[src/rtl/formula_sum_isqrt_pipe_aware_fsm_if.sv]
// rtl/formula_sum_isqrt_pipe_aware_fsm_if.sv - batch, result and isqrt-unit signals of the sum-of-roots engine
interface formula_sum_isqrt_pipe_aware_fsm_if #(
  parameter int N_ARGS = 3,
  parameter int X_W    = 32,
  parameter int Y_W    = 16,
  parameter int RES_W  = 32
);
  logic                    arg_vld;
  logic                    arg_rdy;
  logic [N_ARGS*X_W-1:0]   args;
  logic                    res_vld;
  logic [RES_W-1:0]        res;
  logic                    err_unexp;
  logic                    isqrt_x_vld;
  logic [X_W-1:0]          isqrt_x;
  logic                    isqrt_y_vld;
  logic [Y_W-1:0]          isqrt_y;

  modport slave (
    input  arg_vld, args, isqrt_y_vld, isqrt_y,
    output arg_rdy, res_vld, res, err_unexp, isqrt_x_vld, isqrt_x
  );

  modport master (
    output arg_vld, args, isqrt_y_vld, isqrt_y,
    input  arg_rdy, res_vld, res, err_unexp, isqrt_x_vld, isqrt_x
  );
endinterface

[src/rtl/formula_sum_isqrt_pipe_aware_fsm.sv]
// rtl/formula_sum_isqrt_pipe_aware_fsm.sv - sums isqrt of N_ARGS operands via a shared pipelined isqrt unit
module formula_sum_isqrt_pipe_aware_fsm #(
  parameter int N_ARGS    = 3,
  parameter int X_W       = 32,
  parameter int Y_W       = 16,
  parameter int RES_W     = 32,
  parameter int ISQRT_LAT = 16
) (
  input logic clk,
  input logic rst,
  formula_sum_isqrt_pipe_aware_fsm_if.slave io
);
  localparam int IDX_W = (N_ARGS > 1) ? $clog2(N_ARGS) : 1;
  localparam int OUT_W = $clog2(ISQRT_LAT + N_ARGS + 1);
  localparam logic [IDX_W-1:0] LAST_IDX = IDX_W'(N_ARGS - 1);

  typedef enum logic {IDLE, ISSUE} state_t;

  state_t                      state_q, state_d;
  logic [IDX_W-1:0]            idx_q, idx_d;
  logic [N_ARGS-1:0][X_W-1:0]  batch_q, batch_d;
  logic [OUT_W-1:0]            out_q, out_d;
  logic [RES_W-1:0]            acc_q, res_q;
  logic [IDX_W-1:0]            cnt_q;
  logic                        res_vld_q, err_q;

  logic                        arg_rdy, x_vld, y_ok;
  logic [X_W-1:0]              x;
  logic [Y_W-1:0]              y_in;
  logic [RES_W-1:0]            sum;

  always_comb begin
    state_d = state_q;
    idx_d   = idx_q;
    batch_d = batch_q;
    arg_rdy = 1'b0;
    x_vld   = 1'b0;
    x       = batch_q[idx_q];
    unique case (state_q)
      IDLE: begin
        arg_rdy = 1'b1;
        if (io.arg_vld) begin
          // operand 0 bypasses the batch register so issue starts in the accept cycle
          x       = io.args[X_W-1:0];
          x_vld   = 1'b1;
          batch_d = io.args;
          idx_d   = IDX_W'(1);
          state_d = (N_ARGS == 1) ? IDLE : ISSUE;
        end
      end
      ISSUE: begin
        x_vld   = 1'b1;
        arg_rdy = (idx_q == LAST_IDX);
        if (idx_q != LAST_IDX) begin
          idx_d = idx_q + IDX_W'(1);
        end else if (io.arg_vld) begin
          batch_d = io.args;
          idx_d   = '0;
        end else begin
          idx_d   = '0;
          state_d = IDLE;
        end
      end
      default: state_d = IDLE;
    endcase
  end

  // a zero-latency return alongside its own issue is legitimate, not unexpected
  assign y_in  = io.isqrt_y;
  assign y_ok  = io.isqrt_y_vld && ((out_q != '0) || x_vld);
  assign sum   = acc_q + RES_W'(y_in);
  assign out_d = out_q + OUT_W'(x_vld) - OUT_W'(y_ok);

  always_ff @(posedge clk) begin
    if (rst) begin
      state_q   <= IDLE;
      idx_q     <= '0;
      batch_q   <= '0;
      out_q     <= '0;
      acc_q     <= '0;
      cnt_q     <= '0;
      res_q     <= '0;
      res_vld_q <= 1'b0;
      err_q     <= 1'b0;
    end else begin
      state_q   <= state_d;
      idx_q     <= idx_d;
      batch_q   <= batch_d;
      out_q     <= out_d;
      res_vld_q <= 1'b0;
      if (y_ok) begin
        if (cnt_q == LAST_IDX) begin
          res_q     <= sum;
          res_vld_q <= 1'b1;
          acc_q     <= '0;
          cnt_q     <= '0;
        end else begin
          acc_q <= sum;
          cnt_q <= cnt_q + IDX_W'(1);
        end
      end
      if (io.isqrt_y_vld && !y_ok) begin
        err_q <= 1'b1;
      end
    end
  end

  assign io.arg_rdy     = arg_rdy;
  assign io.isqrt_x_vld = x_vld;
  assign io.isqrt_x     = x;
  assign io.res_vld     = res_vld_q;
  assign io.res         = res_q;
  assign io.err_unexp   = err_q;
endmodule

[src/flat_wrapper.sv]
// flat-port wrapper written by rule: the top's interface ports become plain ports
module formula_sum_isqrt_pipe_aware_fsm_flat 
#(
  parameter int N_ARGS    = 3,
  parameter int X_W       = 32,
  parameter int Y_W       = 16,
  parameter int RES_W     = 32,
  parameter int ISQRT_LAT = 16
)
  (clk, rst, io_arg_vld, io_args, io_isqrt_y_vld, io_isqrt_y, io_arg_rdy, io_res_vld, io_res, io_err_unexp, io_isqrt_x_vld, io_isqrt_x);
  formula_sum_isqrt_pipe_aware_fsm_if #(.N_ARGS(N_ARGS), .X_W(X_W), .Y_W(Y_W), .RES_W(RES_W)) io_i ();
  input logic clk;
  input logic rst;
  input wire logic [$bits(io_i.arg_vld)-1:0] io_arg_vld;
  input wire logic [$bits(io_i.args)-1:0] io_args;
  input wire logic [$bits(io_i.isqrt_y_vld)-1:0] io_isqrt_y_vld;
  input wire logic [$bits(io_i.isqrt_y)-1:0] io_isqrt_y;
  output wire logic [$bits(io_i.arg_rdy)-1:0] io_arg_rdy;
  output wire logic [$bits(io_i.res_vld)-1:0] io_res_vld;
  output wire logic [$bits(io_i.res)-1:0] io_res;
  output wire logic [$bits(io_i.err_unexp)-1:0] io_err_unexp;
  output wire logic [$bits(io_i.isqrt_x_vld)-1:0] io_isqrt_x_vld;
  output wire logic [$bits(io_i.isqrt_x)-1:0] io_isqrt_x;
  assign io_i.arg_vld = io_arg_vld;
  assign io_i.args = io_args;
  assign io_i.isqrt_y_vld = io_isqrt_y_vld;
  assign io_i.isqrt_y = io_isqrt_y;
  assign io_arg_rdy = io_i.arg_rdy;
  assign io_res_vld = io_i.res_vld;
  assign io_res = io_i.res;
  assign io_err_unexp = io_i.err_unexp;
  assign io_isqrt_x_vld = io_i.isqrt_x_vld;
  assign io_isqrt_x = io_i.isqrt_x;
  formula_sum_isqrt_pipe_aware_fsm #(.N_ARGS(N_ARGS), .X_W(X_W), .Y_W(Y_W), .RES_W(RES_W), .ISQRT_LAT(ISQRT_LAT)) u_core (.clk(clk), .rst(rst), .io(io_i));
endmodule
[config.mk]
export PLATFORM = sky130hd
export DESIGN_NAME = formula_sum_isqrt_pipe_aware_fsm_flat
export DESIGN_NICKNAME = d
export VERILOG_FILES = /design/src/rtl/formula_sum_isqrt_pipe_aware_fsm_if.sv /design/src/rtl/formula_sum_isqrt_pipe_aware_fsm.sv /design/src/flat_wrapper.sv
export SDC_FILE = /design/constraint.sdc
export NUM_CORES = 1
export LEC_CHECK = 0
export ABC_AREA = 1
export CAP_MARGIN = 30
export CORE_MARGIN = 2
export CORE_UTILIZATION = 56
export DETAILED_ROUTE_END_ITERATION = 16
export PLACE_DENSITY = 0.88
export SLEW_MARGIN = 15
export SYNTH_ARGS = -nofsm -noshare
export SYNTH_HDL_FRONTEND = slang
export SYNTH_SLANG_ARGS = --single-unit
[constraint.sdc]
create_clock -name clk -period 4.3 [get_ports clk]
set_input_delay 0.43 -clock clk [delete_from_list [all_inputs] [get_ports clk]]
set_output_delay 0.43 -clock clk [all_outputs]
set_load 0.05 [all_outputs]
Word level (Yosys, flattened, before mapping)
Cells that the tools add are included.
{"block": "word_totals", "out_inout_bits": 68, "ff_bits": 172, "wordCells": 49, "in_bits": 116}
{"block": "op_classes", "addsub": 5, "n_mux": 18, "reduce_logical": 7, "order_cmp": 1, "n_eq_ne": 5, "bitwise": 2}
{"cell": "two-way mux 96 bit", "n": 2}
{"cell": "one-hot mux 96 bit (2 select lines)", "n": 1}
{"cell": "two-way mux 32 bit", "n": 4}
{"cell": "binary-select mux 32 bit (select 2 bit)", "n": 1}
{"cell": "adder 32 x 16 -> 32 bit", "n": 1}
{"cell": "two-way mux 2 bit", "n": 3}
{"cell": "!= test 2 bit (second input constant)", "n": 3}
{"cell": "one-hot mux 1 bit (2 select lines)", "n": 3}
{"cell": "adder 5 x 1 -> 5 bit", "n": 1}
{"cell": "nonzero test 5 bit", "n": 1}
{"cell": "subtractor 5 x 1 -> 5 bit", "n": 1}
{"cell": "adder 2 x 1 -> 2 bit (second input constant)", "n": 2}
{"cell": "equality test 2 bit (second input constant)", "n": 2}
{"cell": "one-hot mux 2 bit (2 select lines)", "n": 1}
{"cell": "less-than comparator 2 x 3 -> 1 bit (second input constant)", "n": 1}
{"cell": "two-way mux 1 bit", "n": 3}
{"cell": "logical AND 1 bit", "n": 2}
{"cell": "inverter 1 bit", "n": 2}
{"cell": "AND reduction 2 bit", "n": 1}
{"cell": "OR reduction 2 bit", "n": 1}
{"cell": "zero test 1 bit", "n": 1}
{"cell": "logical OR 1 bit", "n": 1}

Logic depth before layout (Yosys ltp)
{"block": "depth", "depth_word": 6, "ltp_mapped": 15, "depth_no_buf": 15}

Worst setup path after synthesis
OpenSTA, ideal clock, no wires.
{"block": "synth_path", "path_type": "in2out", "start": "in io_arg_vld", "end": "out io_isqrt_x[10]", "arrival_ns": 1.844, "t_required_ns": 3.870, "setup_slack_ns": 2.026, "n_path_buf": 1, "stages": 5, "path_cell_list": "inv_1 > nor2_1 > inv_2 > clkbuf_1 > a41oi_1"}
{"block": "synth_via", "elab_chain_cells": 2}
{"element": "from (decl)", "line": "flat_wrapper.sv:14", "text": "input wire logic [$bits(io_i.arg_vld)-1:0] io_arg_vld;"}
{"element": "two-way mux 32 bit", "line": "formula_sum_isqrt_pipe_aware_fsm.sv:42", "text": "if (io.arg_vld) begin"}
{"element": "two-way mux 32 bit", "line": "formula_sum_isqrt_pipe_aware_fsm.sv:39", "text": "unique case (state_q)"}
{"element": "to (decl)", "line": "flat_wrapper.sv:23", "text": "output wire logic [$bits(io_i.isqrt_x)-1:0] io_isqrt_x;"}
No other way between the ends.

Final worst setup path
{"block": "layout_path", "start": "reg u_core.idx_q[1]", "end": "out io_isqrt_x[2]"}
{"block": "layout_via", "elab_chain_cells": 4}
{"element": "from (decl)", "line": "formula_sum_isqrt_pipe_aware_fsm.sv:20", "text": "logic [IDX_W-1:0] idx_q, idx_d;"}
{"element": "from (signal assigned)", "line": "formula_sum_isqrt_pipe_aware_fsm.sv:87", "text": "idx_q <= idx_d;"}
{"element": "binary-select mux 32 bit (select 2 bit) *", "line": "formula_sum_isqrt_pipe_aware_fsm.sv:38", "text": "x = batch_q[idx_q];"}
{"element": "two-way mux 32 bit (not written as such) *", "line": "formula_sum_isqrt_pipe_aware_fsm.sv:38"}
{"element": "two-way mux 32 bit", "line": "formula_sum_isqrt_pipe_aware_fsm.sv:42"}
{"element": "two-way mux 32 bit *", "line": "formula_sum_isqrt_pipe_aware_fsm.sv:39"}
Mark *: on every way between the ends. The rest lies on a longest branch, timed or not. The select of a mux whose other input is x is not followed.

==> summary.md <==
| Metric | Value |
|---|---|
| DRC | `0` |
| Dpl cell area | `0.0105 mm^2` |
| Comb power frac | `0.293` |
| Int Pwr | `3.14 mW` |
| Synth Area in Compound Gates | `0.162` |
| Initial Utilization | `0.572` |
| Slew Limit Headroom | `0.448` |
| Avg Vias per Cell | `around 5.5` |
| Inserted Diodes | `0` |
| Final critical-path setup slack | `0.968 ns` |
| CTS tree | `yes` |
| Port Buf Inserts | `about 180` |
| Synth Register Bits | `172` |
| Share of the synthesized area in the top cell type | `0.396` |
| Sw frac | `0.339` |
| Min-Delay Path Class | `flip-flop to flip-flop` |
| Core footprint | `0.0152 mm^2` |
| Gr ovfl total | `0` |
| RSZ-0062 raised after global routing | `false` |
| P&R area growth vs syn | `27.9%` |
| Syn_area_per_cell | `between 6 and 7 um^2` |
| Cts bufs inserted | `17` |
| CTS Root Cell | `clkbuf_16` |
| Share of post-route cells with drive strength above 1 | `0.0484` |
| Die area | `between 0.015 and 0.02 mm^2` |
| Final critical-path share of the clock period | `0.775` |
| Max IR drop VDD | `0.000324 V` |
| Status | `complete, no violations` |
| Final nets | `1,574` |
| Clock Path Buffers | `2` |
| Synth warn | `0` |
| Switch Pwr | `1.61 mW` |
| GP Congestion | `between 0.9 and 1` |
| Largest family of logic cells by synthesized area | `simple AND/OR/NAND/NOR gates` |
| Post-Layout Inst Area | `about 0.011 mm^2` |
| Setup tns final | `0 ns` |
| Worst R2R Path Depth | `14` |
| Syn_nets | `roughly 1,400` |
| Tmin final | `3.33 ns` |
| Die X-Extent | `129 um` |
| Post_cts resized | `0` |
| CP Max Fanout | `18` |
| Seq/Total Area, Yosys | `0.396` |
| Die H | `129 um` |
| Adder-Cell Fraction of Synth Area | `0.0362` |
| # Post-CTS Setup Buffers | `0` |
| Sequential share of power | `0.389` |
| Data arrival, critical path | `2.90 ns` |
| Post-DP HPWL | `17,300 um` |
| Startpoint types | `flip-flop` |
| H-tree level count | `4` |
| Synth Area in XOR/XNOR | `0.0180` |
| Final setup skew | `0.00756 ns` |
| Synth Cell Area | `0.00870 mm^2` |
| Mux cell area share after synthesis | `0` |
| Max Slew Vio Count | `0` |
| Simple-gate share of the synthesized area | `0.306` |
| Final hold violation count | `0` |
| PwrDens | `426 mW/mm^2` |
| Worst-Margin Slew | `0.826 ns` |
| Synth area leader | `dfxtp_1` |
| Gr usage total | `0.299` |
| Max Cap Viol | `0` |
| DRT Pass-1 Iters | `5` |
| Hold_buf cts | `0` |
| CP Class | `flip-flop to primary output` |
| CP Capture Type | `primary output` |
| Drt wl/cell | `15.2 um` |
| CTS Sinks | `172` |
| Initial drt markers | `704` |
| Row count | `45` |
| Static leakage | `4.79 nW` |
| Max Freq | `about 300 MHz` |
| CP Data Required Time | `around 3.9 ns` |
| Clk_lat worst skew | `0.42 ns` |
| Clock transition at path regs | `0.06 ns` |
| Routed wire length | `~25,000 um` |
| First-pass GRT wire length | `39,800 um` |
| Initial antenna violation count | `0` |
| Clk network pwr share | `0.318` |
| Routed vias | `8,942` |
| Antenna viol nets, final | `0` |
| Core Util, Final | `0.732` |
| Worst slack, placed | `0.905 ns` |
| Post-Synthesis Cells | `1,287` |
| Hold path cells | `2` |
| Top Ports | `184` |
| Vias in the first global route | `8,354` |
| Synth area leaders | `dfxtp_1 (40%), nand2_1 (14%), nor2_1 (11%), o21ai_0 (6.0%), inv_1 (4.4%)` |
| Synth cell types | `44` |
| Endpoints failing setup | `0` |
| Largest net degree at the start of global routing | `97` |
## final timing paths
check                                                     to  slack (ns)                    startpoint
worst max-delay path                           io_isqrt_x[2]        0.97  u_core.idx_q[1]$_SDFFE_PP0P_
worst min-delay path            u_core.acc_q[2]$_SDFFE_PP0P_        0.47  u_core.acc_q[2]$_SDFFE_PP0P_
worst max register to register    u_core.out_q[4]$_SDFF_PP0_        1.59    u_core.out_q[2]$_SDFF_PP0_
worst min register to register  u_core.acc_q[2]$_SDFFE_PP0P_        0.47  u_core.acc_q[2]$_SDFFE_PP0P_
## state kept, by name, summed over array words and instances, names as in the netlist
| name | flops |
|---|---|
| u_core.acc_q | 32 |
| u_core.batch_q | 96 |
| u_core.cnt_q | 2 |
| u_core.idx_q | 2 |
| u_core.io.err_unexp | 1 |
| u_core.io.res | 32 |
| u_core.io.res_vld | 1 |
| u_core.out_q | 5 |
| u_core.state_q | 1 |
## per-layer routing
| metal | track usage | up-vias | routed length [um] |
|---|---|---|---|
| met3 | 0.0778 | 79 | 1950 |
| met4 | 0.148 | 0 | 1070 |
| li1 | - | 4424 | - |
| met2 | 0.495 | 369 | 11500 |
| met1 | 0.363 | 4070 | 10300 |
| met5 | 0 | - | 0 |
## cells by family after synthesis
logic type	count (synthesis)
compound gates	239
xor+xnor	17
buf+inv	175
flops	172
simple gates	660
fa+ha+maj	24
## cell usage in the layout, fill, tap and decap left out, types with 2 or more instances in the layout
master / count
buf_4: 10
nand2_1: 328
inv_1: 102
nand4_1: 5
nand3b_1: 8
nand3_1: 30
a21o_1: 2
dfxtp_1: 172
a22oi_1: 2
a41oi_1: 29
o21ai_1: 16
nor2_2: 4
o21ai_0: 104
nor2_1: 264
clkinv_2: 3
inv_2: 5
nor3_1: 7
ha_1: 22
o21bai_1: 11
nand2_2: 4
nor3_2: 3
clkdlybuf4s50_1: 182
bufinv_16: 2
inv_4: 2
a31oi_1: 4
clkbuf_8: 2
fa_1: 2
xor2_1: 15
nand2_4: 2
clkbuf_16: 17
clkinvlp_4: 3
o21a_1: 14
a21oi_1: 51
## worst max-delay path, cell delays in order, from the launching register on
cell and delay [ns]:
dfxtp_1 0.36, inv_2 0.07, nor2_2 0.55, buf_4 0.37
nand2_1 0.10, a41oi_1 0.18, clkdlybuf4s50_1 0.84
## cell type report
cell class	count	area (um^2)
Fill cell	1207	4070
Multi-Input combinational cell	940	4540
Tap cell	188	235
Clock buffer	20	457
Inverter	109	414
Sequential cell	172	3440
Clock inverter	10	118
Timing Repair Buffer	194	1920
## per-stage QoR
step / power, mW / hold slack, ns / instances
floorplan: 2.82 / 0.448 / 1287
global placement: 3.21 / 0.454 / 1602
detailed placement: 3.24 / 0.463 / 1602
CTS: 4.75 / 0.473 / 1632
global route: 4.99 / 0.499 / 1633
finish: 4.75 / 0.472 / 1633
## power groups by stage
stage | clock, mW | combinational (mW) | sequential [mW]
final | 1.51 | 1.39 | 1.84
after global routing | 1.60 | 1.53 | 1.86
after CTS | 1.53 | 1.38 | 1.84
after detailed placement | 0 | 1.37 | 1.88
after global placement | 0 | 1.34 | 1.87
after floorplan | 0 | 0.874 | 1.94
## synth_stat cells (all sizes together)
cell type	number
a21o	2
xnor2	1
dfxtp	172
a211oi	1
fa	2
inv	109
o21a	14
a22oi	2
a31oi	4
o221a	1
nand3b	8
nor3	11
nand3	31
a21oi	52
o21ai	121
xor2	16
a221oi	1
o21bai	11
nor3b	1
buf	25
nand4	6
nor2	269
nand2	334
ha	22
a41oi	29
clkbuf	41
o211a	1
(Power assumes the default switching activity.)
